<file path="config.mk">
export PLATFORM = sky130hd
export DESIGN_NAME = pe_dot_sched_flat
export DESIGN_NICKNAME = d
export VERILOG_FILES = /design/src/rtl/pe_sched_pkg.sv /design/src/rtl/pe_dot_sched_if.sv /design/src/rtl/pe_sched_opreg.sv /design/src/rtl/pe_dot_sched.sv /design/src/flat_wrapper.sv
export SDC_FILE = /design/constraint.sdc
export NUM_CORES = 1
export LEC_CHECK = 0
export BUFFER_PORTS_ARGS = -buffer_cell sky130_fd_sc_hd__buf_2
export CORE_MARGIN = 4
export CORE_UTILIZATION = 30
export CTS_CLUSTER_SIZE = 20
export DETAILED_ROUTE_END_ITERATION = 16
export PLACE_DENSITY = 0.58
export SLEW_MARGIN = 0
export SYNTH_ARGS = -nofsm -noshare
export SYNTH_HDL_FRONTEND = slang
export SYNTH_HIERARCHICAL = 1
export SYNTH_SLANG_ARGS = --single-unit
</file>
<file path="constraint.sdc">
create_clock -name clk -period 3.2 [get_ports clk]
set_input_delay 0.8 -clock clk [delete_from_list [all_inputs] [get_ports clk]]
set_output_delay 0.8 -clock clk [all_outputs]
set_load 0.02 [all_outputs]
</file>
<file path="src/rtl/pe_sched_pkg.sv">
// Shared types and defaults for the packed dual-MAC dot-product scheduler.
package pe_sched_pkg;

    localparam int INPUT_WIDTH_DEF = 8;
    localparam int K_MAX_DEF       = 256;
    localparam int PE_LATENCY_DEF  = 4;

    typedef enum logic [2:0] {
        S_IDLE,
        S_CLEAR,
        S_STREAM,
        S_DRAIN,
        S_HOLD
    } sched_state_t;

    // One operand triple at the default operand width: A and D share multiplier B.
    typedef struct packed {
        logic [INPUT_WIDTH_DEF-1:0] a;
        logic [INPUT_WIDTH_DEF-1:0] b;
        logic [INPUT_WIDTH_DEF-1:0] d;
    } op_triple_t;

endpackage

</file>
<file path="src/rtl/pe_dot_sched_if.sv">
// Job, operand, PE and result signals of the dot-product scheduler.
// master = scheduler side, slave = job controller / operand buffer / PE side.
interface pe_dot_sched_if
    import pe_sched_pkg::*;
#(
    parameter int INPUT_WIDTH  = INPUT_WIDTH_DEF,
    parameter int OUTPUT_WIDTH = INPUT_WIDTH + 14,
    parameter int CNT_W        = $clog2(K_MAX_DEF + 1)
);
    logic [CNT_W-1:0]        cfg_len;
    logic                    start;
    logic                    busy;
    logic                    err_len;
    logic                    op_valid;
    logic                    op_ready;
    logic [INPUT_WIDTH-1:0]  op_a;
    logic [INPUT_WIDTH-1:0]  op_b;
    logic [INPUT_WIDTH-1:0]  op_d;
    logic [INPUT_WIDTH-1:0]  pe_a;
    logic [INPUT_WIDTH-1:0]  pe_b;
    logic [INPUT_WIDTH-1:0]  pe_d;
    logic                    pe_clr;
    logic                    pe_done;
    logic [OUTPUT_WIDTH-1:0] pe_resulta;
    logic [OUTPUT_WIDTH-1:0] pe_resultb;
    logic                    res_valid;
    logic                    res_ready;
    logic [OUTPUT_WIDTH-1:0] res_a;
    logic [OUTPUT_WIDTH-1:0] res_b;
    logic [15:0]             perf_stall;

    modport master (
        input  cfg_len, start, op_valid, op_a, op_b, op_d,
               pe_resulta, pe_resultb, res_ready,
        output busy, err_len, op_ready, pe_a, pe_b, pe_d, pe_clr, pe_done,
               res_valid, res_a, res_b, perf_stall
    );

    modport slave (
        output cfg_len, start, op_valid, op_a, op_b, op_d,
               pe_resulta, pe_resultb, res_ready,
        input  busy, err_len, op_ready, pe_a, pe_b, pe_d, pe_clr, pe_done,
               res_valid, res_a, res_b, perf_stall
    );

endinterface

</file>
<file path="src/rtl/pe_sched_opreg.sv">
// PE operand register stage: loads a triple on transfer, otherwise inserts zeros
// so that bubbles, clear and drain cycles contribute nothing to the accumulators.
module pe_sched_opreg #(
    parameter int W = 8
) (
    input  logic         clk,
    input  logic         reset,
    input  logic         i_load,
    input  logic [W-1:0] i_a,
    input  logic [W-1:0] i_b,
    input  logic [W-1:0] i_d,
    output logic [W-1:0] o_a,
    output logic [W-1:0] o_b,
    output logic [W-1:0] o_d
);
    logic [W-1:0] r_a;
    logic [W-1:0] r_b;
    logic [W-1:0] r_d;

    always_ff @(posedge clk or posedge reset) begin
        if (reset) begin
            r_a <= '0;
            r_b <= '0;
            r_d <= '0;
        end else if (i_load) begin
            r_a <= i_a;
            r_b <= i_b;
            r_d <= i_d;
        end else begin
            r_a <= '0;
            r_b <= '0;
            r_d <= '0;
        end
    end

    assign o_a = r_a;
    assign o_b = r_b;
    assign o_d = r_d;

endmodule

</file>
<file path="src/rtl/pe_dot_sched.sv">
// Dot-product job sequencer for a packed dual-MAC PE (sum A*B and sum D*B).
// Optional stall counter on perf_stall enabled by macro PE_DOT_SCHED_PERF_EN.
//
// state    | meaning
// ---------+-----------------------------------------------------------
// S_IDLE   | waiting for start; bad lengths pulse err_len
// S_CLEAR  | one cycle of pe_clr to wipe the PE accumulators
// S_STREAM | op_ready high, operands forwarded until len transfers done
// S_DRAIN  | zeros fed for PE_LATENCY cycles, results captured on the last
// S_HOLD   | res_valid high until the downstream handshake
module pe_dot_sched
    import pe_sched_pkg::*;
#(
    parameter int INPUT_WIDTH  = INPUT_WIDTH_DEF,
    parameter int OUTPUT_WIDTH = INPUT_WIDTH + 14,
    parameter int K_MAX        = K_MAX_DEF,
    parameter int PE_LATENCY   = PE_LATENCY_DEF
) (
    input  logic           clk,
    input  logic           reset,
    pe_dot_sched_if.master bus
);
    localparam int CNT_W = $clog2(K_MAX + 1);
    localparam int DRN_W = (PE_LATENCY > 1) ? $clog2(PE_LATENCY) : 1;
    localparam logic [CNT_W-1:0] K_MAX_C  = CNT_W'(K_MAX);
    localparam logic [DRN_W-1:0] DRN_LOAD = DRN_W'(PE_LATENCY - 1);

    sched_state_t            r_state;
    logic [CNT_W-1:0]        r_len;
    logic [CNT_W-1:0]        r_cnt;
    logic [DRN_W-1:0]        r_drain;
    logic                    r_err;
    logic                    r_done;
    logic                    r_res_valid;
    logic [OUTPUT_WIDTH-1:0] r_res_a;
    logic [OUTPUT_WIDTH-1:0] r_res_b;

    logic w_len_ok;
    logic w_accept;
    logic w_xfer;

    assign w_len_ok = (bus.cfg_len != '0) && (bus.cfg_len <= K_MAX_C);
    assign w_accept = (r_state == S_IDLE) && bus.start && w_len_ok;
    assign w_xfer   = (r_state == S_STREAM) && bus.op_valid;

    always_ff @(posedge clk or posedge reset) begin
        if (reset) begin
            r_state     <= S_IDLE;
            r_len       <= '0;
            r_cnt       <= '0;
            r_drain     <= '0;
            r_err       <= 1'b0;
            r_done      <= 1'b0;
            r_res_valid <= 1'b0;
            r_res_a     <= '0;
            r_res_b     <= '0;
        end else begin
            r_err  <= 1'b0;
            r_done <= 1'b0;
            case (r_state)
                S_IDLE: begin
                    if (bus.start) begin
                        if (w_len_ok) begin
                            r_len   <= bus.cfg_len;
                            r_cnt   <= '0;
                            r_state <= S_CLEAR;
                        end else begin
                            r_err <= 1'b1;
                        end
                    end
                end
                S_CLEAR: r_state <= S_STREAM;
                S_STREAM: begin
                    if (w_xfer) begin
                        r_cnt <= r_cnt + CNT_W'(1);
                        if (r_cnt + CNT_W'(1) == r_len) begin
                            r_state <= S_DRAIN;
                            r_drain <= DRN_LOAD;
                            r_done  <= (PE_LATENCY == 1) ? 1'b1 : 1'b0;
                        end
                    end
                end
                S_DRAIN: begin
                    // r_drain counts down to the capture cycle; pe_done is raised one cycle ahead
                    if (r_drain == '0) begin
                        r_res_a     <= bus.pe_resulta;
                        r_res_b     <= bus.pe_resultb;
                        r_res_valid <= 1'b1;
                        r_state     <= S_HOLD;
                    end else begin
                        r_drain <= r_drain - DRN_W'(1);
                        r_done  <= (r_drain == DRN_W'(1)) ? 1'b1 : 1'b0;
                    end
                end
                S_HOLD: begin
                    if (bus.res_ready) begin
                        r_res_valid <= 1'b0;
                        r_state     <= S_IDLE;
                    end
                end
                default: r_state <= S_IDLE;
            endcase
        end
    end

    pe_sched_opreg #(.W(INPUT_WIDTH)) u_opreg (
        .clk    (clk),
        .reset  (reset),
        .i_load (w_xfer),
        .i_a    (bus.op_a),
        .i_b    (bus.op_b),
        .i_d    (bus.op_d),
        .o_a    (bus.pe_a),
        .o_b    (bus.pe_b),
        .o_d    (bus.pe_d)
    );

`ifdef PE_DOT_SCHED_PERF_EN
    logic [15:0] r_stall;

    always_ff @(posedge clk or posedge reset) begin
        if (reset) begin
            r_stall <= '0;
        end else if (w_accept) begin
            r_stall <= '0;
        end else if ((r_state == S_STREAM) && !bus.op_valid && (r_stall != 16'hFFFF)) begin
            r_stall <= r_stall + 16'd1;
        end
    end

    assign bus.perf_stall = r_stall;
`else
    assign bus.perf_stall = '0;
`endif

    // The PE clear follows the async reset directly so the accumulators are wiped during reset.
    assign bus.pe_clr    = reset | (r_state == S_CLEAR);
    assign bus.busy      = (r_state != S_IDLE);
    assign bus.op_ready  = (r_state == S_STREAM);
    assign bus.err_len   = r_err;
    assign bus.pe_done   = r_done;
    assign bus.res_valid = r_res_valid;
    assign bus.res_a     = r_res_a;
    assign bus.res_b     = r_res_b;

endmodule

</file>
<file path="src/flat_wrapper.sv">
// flat-port wrapper written by rule: the top's interface ports become plain ports
module pe_dot_sched_flat import pe_sched_pkg::*;
#(
    parameter int INPUT_WIDTH  = INPUT_WIDTH_DEF,
    parameter int OUTPUT_WIDTH = INPUT_WIDTH + 14,
    parameter int K_MAX        = K_MAX_DEF,
    parameter int PE_LATENCY   = PE_LATENCY_DEF
)
  (clk, reset, bus_cfg_len, bus_start, bus_op_valid, bus_op_a, bus_op_b, bus_op_d, bus_pe_resulta, bus_pe_resultb, bus_res_ready, bus_busy, bus_err_len, bus_op_ready, bus_pe_a, bus_pe_b, bus_pe_d, bus_pe_clr, bus_pe_done, bus_res_valid, bus_res_a, bus_res_b, bus_perf_stall);
  pe_dot_sched_if #(.INPUT_WIDTH(INPUT_WIDTH), .OUTPUT_WIDTH(OUTPUT_WIDTH), .CNT_W(($clog2((256) + 1)))) bus_i ();
  input  logic clk;
  input  logic reset;
  input wire logic [$bits(bus_i.cfg_len)-1:0] bus_cfg_len;
  input wire logic [$bits(bus_i.start)-1:0] bus_start;
  input wire logic [$bits(bus_i.op_valid)-1:0] bus_op_valid;
  input wire logic [$bits(bus_i.op_a)-1:0] bus_op_a;
  input wire logic [$bits(bus_i.op_b)-1:0] bus_op_b;
  input wire logic [$bits(bus_i.op_d)-1:0] bus_op_d;
  input wire logic [$bits(bus_i.pe_resulta)-1:0] bus_pe_resulta;
  input wire logic [$bits(bus_i.pe_resultb)-1:0] bus_pe_resultb;
  input wire logic [$bits(bus_i.res_ready)-1:0] bus_res_ready;
  output wire logic [$bits(bus_i.busy)-1:0] bus_busy;
  output wire logic [$bits(bus_i.err_len)-1:0] bus_err_len;
  output wire logic [$bits(bus_i.op_ready)-1:0] bus_op_ready;
  output wire logic [$bits(bus_i.pe_a)-1:0] bus_pe_a;
  output wire logic [$bits(bus_i.pe_b)-1:0] bus_pe_b;
  output wire logic [$bits(bus_i.pe_d)-1:0] bus_pe_d;
  output wire logic [$bits(bus_i.pe_clr)-1:0] bus_pe_clr;
  output wire logic [$bits(bus_i.pe_done)-1:0] bus_pe_done;
  output wire logic [$bits(bus_i.res_valid)-1:0] bus_res_valid;
  output wire logic [$bits(bus_i.res_a)-1:0] bus_res_a;
  output wire logic [$bits(bus_i.res_b)-1:0] bus_res_b;
  output wire logic [$bits(bus_i.perf_stall)-1:0] bus_perf_stall;
  assign bus_i.cfg_len = bus_cfg_len;
  assign bus_i.start = bus_start;
  assign bus_i.op_valid = bus_op_valid;
  assign bus_i.op_a = bus_op_a;
  assign bus_i.op_b = bus_op_b;
  assign bus_i.op_d = bus_op_d;
  assign bus_i.pe_resulta = bus_pe_resulta;
  assign bus_i.pe_resultb = bus_pe_resultb;
  assign bus_i.res_ready = bus_res_ready;
  assign bus_busy = bus_i.busy;
  assign bus_err_len = bus_i.err_len;
  assign bus_op_ready = bus_i.op_ready;
  assign bus_pe_a = bus_i.pe_a;
  assign bus_pe_b = bus_i.pe_b;
  assign bus_pe_d = bus_i.pe_d;
  assign bus_pe_clr = bus_i.pe_clr;
  assign bus_pe_done = bus_i.pe_done;
  assign bus_res_valid = bus_i.res_valid;
  assign bus_res_a = bus_i.res_a;
  assign bus_res_b = bus_i.res_b;
  assign bus_perf_stall = bus_i.perf_stall;
  pe_dot_sched #(.INPUT_WIDTH(INPUT_WIDTH), .OUTPUT_WIDTH(OUTPUT_WIDTH), .K_MAX(K_MAX), .PE_LATENCY(PE_LATENCY)) u_core (.clk(clk), .reset(reset), .bus(bus_i));
endmodule
</file>
==> impl_metrics.yaml, run 1 <==
outcome:
  outcome: "finished, final reports clean"
global_route:
  grt_max_degree: 71
  grt-busiest-layer: "met2"
  first_global_vias: 2890
  grt_usage_pct: 12.1
  grt_pass1_wl_mm: 15.2
  grt_use_met1_pct: 15.8
  grt_use_met2_pct: 18.8
  antenna_found_initial: 0
  grt.overflow.total: 0
  use_met3_pct: 2.84
final_layout:
  fin_util_pct: 39.3
  multiInputGateArea_mm2: 0.00155
  nets: 563
  regArea_mm2: 0.00235
  area_growth_syn_to_layout_pct: 28.6
  design_area_mm2: 0.00521
  finalNonFillerCells: 659
  layout-drive-gt1-share_pct: 51.6
  antenna_cells: 0
  fill_cells: 1316
die:
  rows: 42
  coreArea_mm2: 0.0132
  die_x_um: 124
  ios: 172
  initial_utilization_pct: 30.6
  die_h_um: 124
  dieArea_mm2: 0.0154
cts:
  cts_root_buf: "clkbuf_16"
  cts_resized: 0
  cts_tree: "built"
  cts_max_level: 3
  cts_buffer_depth: 2
  post_cts_buffers: 0
  numCtsBuffers: 9
  clock-sinks: 94
  clock_latency_ps: 330
  clkTransAtPathRegs_ps: 60
  hold_buffers: 0
synthesis:
  syn_area_mm2: 0.00405
  synth_seq_cells: 94
  yosysMostFrequentCell: "dfrtp_1"
  syn_inst: 324
  synthArstFlopShare_pct: 100
  yosys-top-cells-area: "dfrtp_1, mux2_2, and2_2"
  synth_edf_count: 0
  synth_seq_area_share_pct: 58.1
  synth_common_cells: "dfrtp_1, mux2_2, and2_2"
  yosysUniqueCellTypes: 42
  synth.largest_area_cell: "dfrtp_1"
  yosys_most_used_dff: "dfrtp_1"
  ys_warn_count: 6
  syn_area_per_cell_um2: 12.5
  synth_top_area_share_pct: 58.1
sta:
  fin_hold_ws_ps: 499
  worstMarginPinSlew_ps: 1110
  max_slew_margin_pct: 26.1
  finalCriticalPeriod_ps: 2510
  skew_ps: 4.16
  fin_crit_sh_pct: 78.3
  finalSetupViolCount: 0
  tns_ps: 0
  fin_ws_ps: 694
  clock.fmax_ghz: 0.399
  final-max-slew-violation-count: 0
  finalHoldViolations: 0
  grt_setup_unrepaired: "no"
critical_path:
  startpoint_type: "flop"
  slowest_delay_ps: 860
  cp_max_fo: 45
  worstPathRequired_ps: 3410
  critical_path.endpoint_type: "flop"
  crit_slowest_cell: "nand3_2"
  critPathKind: "reg2reg"
  cp.arrival_ps: 2720
  cp_cell_sequence: "nor2b_1, nand3_2, mux2_2"
detailed_routing:
  wl_per_cell_um: 13.9
  wl_mm: 9.14
  via_count: 2907
  viasPerCell: 4.41
  postRouteAntennaNets: 0
  drt_iter0_drc: 93
  drcViolationCount: 0
  firstDrtPassIters: 4
power_and_ir_drop:
  p_per_area_mw_per_mm2: 938
  power_mw: 4.89
  ir_worst_vdd_v: 0.000347
  p_leak_nw: 2.58
place:
  post-place-ws_ps: 591
  hpwl_mm: 6.88
  dp_cells: 643
  place_congestion: 0.808
  dpl_cell_area_mm2: 0.00494
  port_buffers: 155
worst_hold_path:
  hp-class: "reg2reg"
flow_run:
  cap_violations: 0
==> where the power goes <==
part / leakage [nW] / internal [mW] / total (mW) / switching, mW
sequential: 1.16 / 1.65 / 1.95 / 0.304
combinational: 1.29 / 0.853 / 1.96 / 1.11
clock: 0.132 / 0.544 / 0.972 / 0.427
total: 2.58 / 3.04 / 4.89 / 1.84
==> sequential cells by signal (all words and copies together) (netlist names) <==
name	flops
u_core/bus.err_len	1
u_core/bus.pe_done	1
u_core/u_opreg/o_b	8
u_core/u_opreg/o_a	8
u_core/r_drain	2
u_core/r_state	3
u_core/r_cnt	9
u_core/bus.res_a	22
u_core/r_len	9
u_core/u_opreg/o_d	8
u_core/bus.res_b	22
u_core/bus.res_valid	1
==> logic make-up (layout without fill, tap and decap cells) <==
| kind of cell | count (synthesis) | count (layout) | share of synthesized area (%) |
|---|---|---|---|
| mux | 53 | 53 | 14.7 |
| other cells | 1 | 16 | 0.0926 |
| flops | 94 | 94 | 58.1 |
| simple gates | 90 | 90 | 12.9 |
| xor+xnor | 12 | 12 | 2.59 |
| buf+inv | 36 | 180 | 5.25 |
| fa+ha+maj | 3 | 3 | 0.927 |
| compound gates | 35 | 35 | 5.40 |
==> final timing paths <==
| check | start | slack, ps | end | depth (start not counted) |
|---|---|---|---|---|
| max | u_core/r_state[0] | 690 | u_core/bus.res_b[5] | 3 |
| min | u_core/bus.res_b[1] | 500 | u_core/bus.res_b[1] | 1 |
| max reg2reg | u_core/r_state[0] | 690 | u_core/bus.res_b[5] | 3 |
| min reg2reg | u_core/bus.res_b[1] | 500 | u_core/bus.res_b[1] | 1 |
| max in group asynchronous | reset | 1820 | u_core/bus.res_b[1] | 3 |
| min in group asynchronous | reset | 670 | u_core/u_opreg/o_d[7] | 2 |
==> worst max-delay path, delay by kind of cell (launching register included) <==
| kind | cells | cell delay, ps |
|---|---|---|
| flops | 1 | 560 |
| mux | 1 | 620 |
| simple gates | 2 | 1160 |
==> layout by cell type, fill, tap and decap left out, drive strengths merged, types with 4 or more instances in the layout <==
| master | synthesis | routed |
|---|---|---|
| nand3 | 9 | 9 |
| a31oi | 7 | 7 |
| mux2 | 53 | 53 |
| and3 | 4 | 4 |
| inv | 7 | 6 |
| nand2 | 17 | 17 |
| and2 | 24 | 24 |
| clkbuf | 9 | 12 |
| xor2 | 6 | 6 |
| nor2 | 13 | 13 |
| a21oi | 11 | 11 |
| buf | 20 | 157 |
| xnor2 | 6 | 6 |
| dfrtp | 94 | 94 |
| o21ai | 9 | 9 |
| conb | 1 | 16 |
| nor3 | 4 | 4 |
==> per-layer routing <==
layer | share of wire (%) | up-vias
met5 | 0 | -
met4 | 2.4 | 0
met3 | 6.4 | 13
met2 | 47 | 115
met1 | 44 | 1380
li1 | - | 1399
==> area by class of cell <==
| cell class | count | area share, % |
|---|---|---|
| Inverter | 7 | 0.576 |
| Timing Repair Buffer | 157 | 15.2 |
| Clock inverter | 4 | 0.432 |
| Clock buffer | 12 | 4.73 |
| Multi-Input combinational cell | 209 | 29.7 |
| Tap cell | 176 | 4.23 |
| Sequential cell | 94 | 45.1 |
Note: power is estimated with default switching activity, not from simulation.
==> run 2, diff against run 1 <==
--- a/config.mk
+++ b/config.mk
@@ -5,12 +5,13 @@
 export SDC_FILE = /design/constraint.sdc
 export NUM_CORES = 1
 export LEC_CHECK = 0
+export ABC_AREA = 1
 export BUFFER_PORTS_ARGS = -buffer_cell sky130_fd_sc_hd__buf_2
 export CORE_MARGIN = 4
 export CORE_UTILIZATION = 30
 export CTS_CLUSTER_SIZE = 20
 export DETAILED_ROUTE_END_ITERATION = 16
-export PLACE_DENSITY = 0.58
+export PLACE_DENSITY = 0.57
 export SLEW_MARGIN = 0
 export SYNTH_ARGS = -nofsm -noshare
 export SYNTH_HDL_FRONTEND = slang
==> constraint.sdc (replaced) <==
create_clock -name clk -period 2.1 [get_ports clk]
set_input_delay 0.525 -clock clk [delete_from_list [all_inputs] [get_ports clk]]
set_output_delay 0.525 -clock clk [all_outputs]
set_load 0.02 [all_outputs]
==> run 2 against run 1 <==
Clock skew is 1.8 ps higher. Synthesized cell count is 51% higher. Total power is 52% higher. Clock-buffer cell count is 2 lower. Hold slack worse by 240 ps. Cell count is 26% higher.
==> impl_metrics.yaml, run 2 <==
detailed_routing:
  firstDrtPassIters: 4
  postRouteAntennaNets: 0
  wl_per_cell_um: 12.1
  via_count: 3443
  drcViolationCount: 0
  wl_mm: 10.0
  viasPerCell: 4.16
  drt_iter0_drc: 119
final_layout:
  antenna_cells: 0
  fill_cells: 1370
  final_common_cell: "nand2_1"
  regArea_mm2: 0.00235
  layout-drive-gt1-share_pct: 31.6
  multiInputGateArea_mm2: 0.00145
  mostFrequentLayoutCells: "nand2_1, buf_2, dfrtp_1"
  area_growth_syn_to_layout_pct: 30.1
  nets: 732
global_route:
  grt_max_degree: 71
  antenna_found_initial: 0
  grt_usage_pct: 12.8
  first_global_vias: 3485
  grt_pass1_wl_mm: 16.6
  grt.overflow.total: 0
critical_path:
  slowest_delay_ps: 440
  startpoint_type: "flop"
  critPathBufInv: 3
  critPathMostFrequentCell: "nor2_2"
  reg2reg_to: "u_core/r_drain[0]"
  r2r_slack_ps: 230
  critPathTopFamily: "flip-flops"
  critical_path.endpoint_type: "output pin"
  crit_slowest_cell: "dfrtp_1"
  worstPathRequired_ps: 1570
  cp_cell_sequence: "nor2_2, inv_2, nor2_2, inv_1, buf_2"
  rr_startpoint: "u_core/r_cnt[0]"
  critPathKind: "reg2out"
  r2r_cells: 14
  cp.arrival_ps: 1380
  cp-startpoint: "u_core/r_state[2]"
  cp_max_fo: 4
sta:
  max_slew_margin_pct: 40.6
  fin_hold_ws_ps: 258
  final-max-slew-violation-count: 0
  finalCriticalPeriod_ps: 1910
  skew_ps: 5.93
  fin_ws_ps: 191
  finalHoldViolations: 0
  finalSetupViolCount: 0
  clock.fmax_ghz: 0.524
  fin_crit_sh_pct: 90.9
  worstMarginPinSlew_ps: 890
  grt_setup_unrepaired: "no"
cts:
  cts_tree: "built"
  hold_buffers: 0
  clock_latency_ps: 340
  cts_resized: 0
  clock-sinks: 94
  post_cts_buffers: 0
  clkTransAtPathRegs_ps: 60
  cts_max_level: 3
  numCtsBuffers: 9
  cts_buffer_depth: 2
  cts_root_buf: "clkbuf_16"
outcome:
  outcome: "finished, final reports clean"
die:
  rows: 42
  initial_utilization_pct: 31.1
  die_x_um: 126
  coreArea_mm2: 0.0134
  die_h_um: 126
  ios: 172
  dieArea_mm2: 0.0158
power_and_ir_drop:
  p_switching_mw: 2.95
  power.internal_mw: 4.49
  clock_power_share_pct: 24.1
  p_per_area_mw_per_mm2: 1370
  power_mw: 7.44
  p_seq_share_pct: 38.2
  ir_worst_vdd_v: 0.000656
  p_comb_share_pct: 37.7
  swShare_pct: 39.7
  p_leak_nw: 3.17
synthesis:
  yosys_most_used_dff: "dfrtp_1"
  yosysUniqueCellTypes: 29
  yosysMostFrequentCell: "nand2_1"
  synth_top_area_share_pct: 56.4
  syn_area_per_cell_um2: 8.54
  synth_common_cells: "nand2_1, dfrtp_1, inv_1"
  synthArstFlopShare_pct: 100
  syn_inst: 488
  synth_seq_area_share_pct: 56.4
  ys_warn_count: 6
  synth_seq_cells: 94
  synth.largest_area_cell: "dfrtp_1"
  yosys-top-cells-area: "dfrtp_1, nand2_1, inv_1"
  syn_area_mm2: 0.00417
  synth_edf_count: 0
worst_hold_path:
  hp-class: "in2async"
flow_run:
  cap_violations: 0
place:
  place_congestion: 0.777
  hpwl_mm: 7.51
  port_buffers: 155
  post-place-ws_ps: 150
==> run 2: worst max-delay path by stage <==
stage | endpoint | depth (start not counted)
global placement | u_core/r_cnt[1] | 9
floorplan | bus_pe_clr | 2
global route | u_core/r_drain[1] | 14
CTS | bus_busy | 5
finish | bus_busy | 5
detailed placement | u_core/r_cnt[1] | 9
==> run 2: cell families (layout without fill, tap and decap cells) <==
kind of cell | after synthesis | after routing | synth area share, %
mux | 1 | 1 | 0.270
compound gates | 20 | 20 | 2.88
xor+xnor | 3 | 3 | 0.811
other cells | 1 | 16 | 0.0900
flops | 94 | 94 | 56.4
fa+ha+maj | 3 | 3 | 0.901
simple gates | 275 | 275 | 28.3
buf+inv | 91 | 240 | 10.3
==> run 2: worst min-delay path, stage by stage <==
cell and delay [ps]:
buf_2 130, inv_1 50, buf_4 280
==> run 2: through the flow <==
| step | area, µm² | instances | util [%] | setup TNS [ps] |
|---|---|---|---|---|
| 3_3_place_gp | 5090 | 812 | 38.0 | 0 |
| 5_1_grt | 5420 | 828 | 40.5 | 0 |
| 3_5_place_dp | 5090 | 812 | 38.0 | 0 |
| 2_1_floorplan | 4240 | 503 | - | -241 |
| 4_1_cts | 5420 | 828 | 40.5 | 0 |
| 6_report | 5420 | 828 | 40.5 | 0 |
==> run 2: power by group through the flow <==
stage          Clock [mW]  Combinational (mW)  Sequential (mW)
2_1_floorplan           0                1.29             3.47
3_3_place_gp            0                2.81             2.87
3_5_place_dp            0                2.88             2.86
4_1_cts              1.87                2.86             2.85
5_1_grt              1.94                3.14             2.93
6_report             1.79                2.81             2.84
==> run 2: per-layer routing <==
layer	global-route usage [%]	vias up	part of all wire, %
met5	0	-	0
met4	3.22	0	0.99
met3	5.72	7	8.9
met2	20.8	135	47
met1	15.7	1546	43
li1	-	1755	-
==> run 2: layout make-up <==
cell class / count / area share, %
sequential: 94 / 43.4
clock buffer: 10 / 4.41
tap: 176 / 4.06
multi-input combinational: 318 / 26.7
clock inverter: 6 / 1.73
timing repair buffer: 160 / 15.2
inverter: 64 / 4.50
==> run 3, diff against run 2 <==
--- a/config.mk
+++ b/config.mk
@@ -11,6 +11,7 @@
 export CORE_UTILIZATION = 30
 export CTS_CLUSTER_SIZE = 20
 export DETAILED_ROUTE_END_ITERATION = 16
+export GPL_ROUTABILITY_DRIVEN = 0
 export PLACE_DENSITY = 0.57
 export SLEW_MARGIN = 0
 export SYNTH_ARGS = -nofsm -noshare
==> constraint.sdc (replaced) <==
create_clock -name clk -period 2.1 [get_ports clk]
set_input_delay 0.63 -clock clk [delete_from_list [all_inputs] [get_ports clk]]
set_output_delay 0.63 -clock clk [all_outputs]
set_load 0.02 [all_outputs]
==> run 3 against run 2 <==
First-iteration DRC count grew 30%. Fmax decreased by 4.9%. Combinational power about the same. Clock skew up 4.0 ps. Non-clock buffer count did not move. Utilization fell by 0.14 points. Hold slack better by 98 ps. Sequential share of layout area up 0.17 points. Total power decreased by 0.55%.
==> impl_metrics.yaml, run 3 (same netlist as run 2, synthesis figures left out) <==
global_route:
  first_global_vias: 3533
  antenna_found_initial: 0
  grt_max_degree: 71
  grt_pass1_wl_mm: 16.9
  grt_usage_pct: 12.9
  grt.overflow.total: 0
sta:
  worstMarginPinSlew_ps: 911
  fin_ws_ps: 91.1
  finalHoldViolations: 0
  tns_ps: 0
  skew_ps: 9.96
  final-max-slew-violation-count: 0
  fin_crit_sh_pct: 95.7
  fin_hold_ws_ps: 355
  max_slew_margin_pct: 39.3
  finalCriticalPeriod_ps: 2010
  clock.fmax_ghz: 0.498
  finalSetupViolCount: 0
  grt_setup_unrepaired: "no"
cts:
  cts_resized: 0
  numCtsBuffers: 9
  hold_buffers: 0
  clkTransAtPathRegs_ps: 70
  clock-sinks: 94
  cts_root_buf: "clkbuf_16"
  cts_tree: "built"
  clock_latency_ps: 340
  post_cts_buffers: 0
  cts_max_level: 3
  cts_buffer_depth: 2
detailed_routing:
  via_count: 3461
  drt_iter0_drc: 155
  postRouteAntennaNets: 0
  drcViolationCount: 0
  viasPerCell: 4.19
  wl_per_cell_um: 12.2
  wl_mm: 10.1
  firstDrtPassIters: 4
critical_path:
  cp_cell_sequence: "nor2_2, inv_2, nor2_2, inv_1, buf_2"
  slowest_delay_ps: 450
  startpoint_type: "flop"
  cp.arrival_ps: 1380
  critPathTopFamily: "flip-flops"
  critPathMostFrequentCell: "nor2_2"
  critPathBufInv: 3
  critical_path.endpoint_type: "output pin"
  worstPathRequired_ps: 1470
  critPathKind: "reg2out"
  crit_slowest_cell: "dfrtp_2"
  cp_max_fo: 4
die:
  initial_utilization_pct: 31.1
  dieArea_mm2: 0.0158
  ios: 172
  rows: 42
  die_h_um: 126
  die_x_um: 126
  coreArea_mm2: 0.0134
final_layout:
  multiInputGateArea_mm2: 0.00145
  layout-drive-gt1-share_pct: 31.6
  fill_cells: 1373
  design_area_mm2: 0.00541
  mostFrequentLayoutCells: "nand2_1, buf_2, dfrtp_1"
  antenna_cells: 0
  area_growth_syn_to_layout_pct: 29.7
  nets: 732
  final_common_cell: "nand2_1"
  regArea_mm2: 0.00235
outcome:
  outcome: "finished, final reports clean"
flow_run:
  cap_violations: 0
power_and_ir_drop:
  p_per_area_mw_per_mm2: 1370
  ir_worst_vdd_v: 0.000898
  power_mw: 7.40
  p_leak_nw: 3.16
place:
  dpl_cell_area_mm2: 0.00508
  post-place-ws_ps: 40.2
  hpwl_mm: 7.57
  port_buffers: 155
worst_hold_path:
  hp-class: "in2async"
-- run 3: path summary, 6_finish.rpt --
| check | from | endpoint | slack [ps] | depth (start not counted) |
|---|---|---|---|---|
| worst max-delay path | u_core/r_state[2] | bus_busy | 90 | 5 |
| worst min register to register | u_core/bus.res_b[8] | u_core/bus.res_b[8] | 470 | 2 |
| min in group clk | u_core/bus.res_b[8] | u_core/bus.res_b[8] | 470 | 2 |
| max in group asynchronous | reset | u_core/r_state[2] | 780 | 3 |
| worst max register to register | u_core/r_cnt[0] | u_core/r_drain[0] | 270 | 12 |
| worst min-delay path | reset | u_core/u_opreg/o_d[2] | 360 | 3 |
-- run 3: tightest hold or removal path, cell delays in order --
cell,delay [ps]
buf_2,120
inv_1,50
buf_4,280
-- run 3: area by class of cell --
type / instances / share of cell area [%]
Clock buffer: 10 / 4.42
Clock inverter: 5 / 1.55
Inverter: 64 / 4.56
Multi-Input combinational cell: 318 / 26.8
Sequential cell: 94 / 43.5
Tap cell: 176 / 4.07
Timing Repair Buffer: 160 / 15.0
-- run 3: through the flow --
step | utilization (%) | cells
after floorplan | - | 503
after global placement | 37.9 | 812
after detailed placement | 37.9 | 812
after CTS | 40.3 | 827
after global routing | 40.3 | 827
final | 40.3 | 827
-- run 3: power breakdown --
| group | internal (mW) | switching, mW |
|---|---|---|
| logic | 0.926 | 1.86 |
| clock network | 1.07 | 0.691 |
| registers | 2.47 | 0.388 |
-- run 3: per-layer routing --
| metal | routed length, µm | track usage, % | vias to the layer above |
|---|---|---|---|
| met3 | 864 | 4.61 | 13 |
| met2 | 4700 | 20.6 | 127 |
| met5 | 0 | 0 | - |
| met4 | 178 | 4.73 | 0 |
| li1 | - | - | 1754 |
| met1 | 4330 | 16.3 | 1567 |
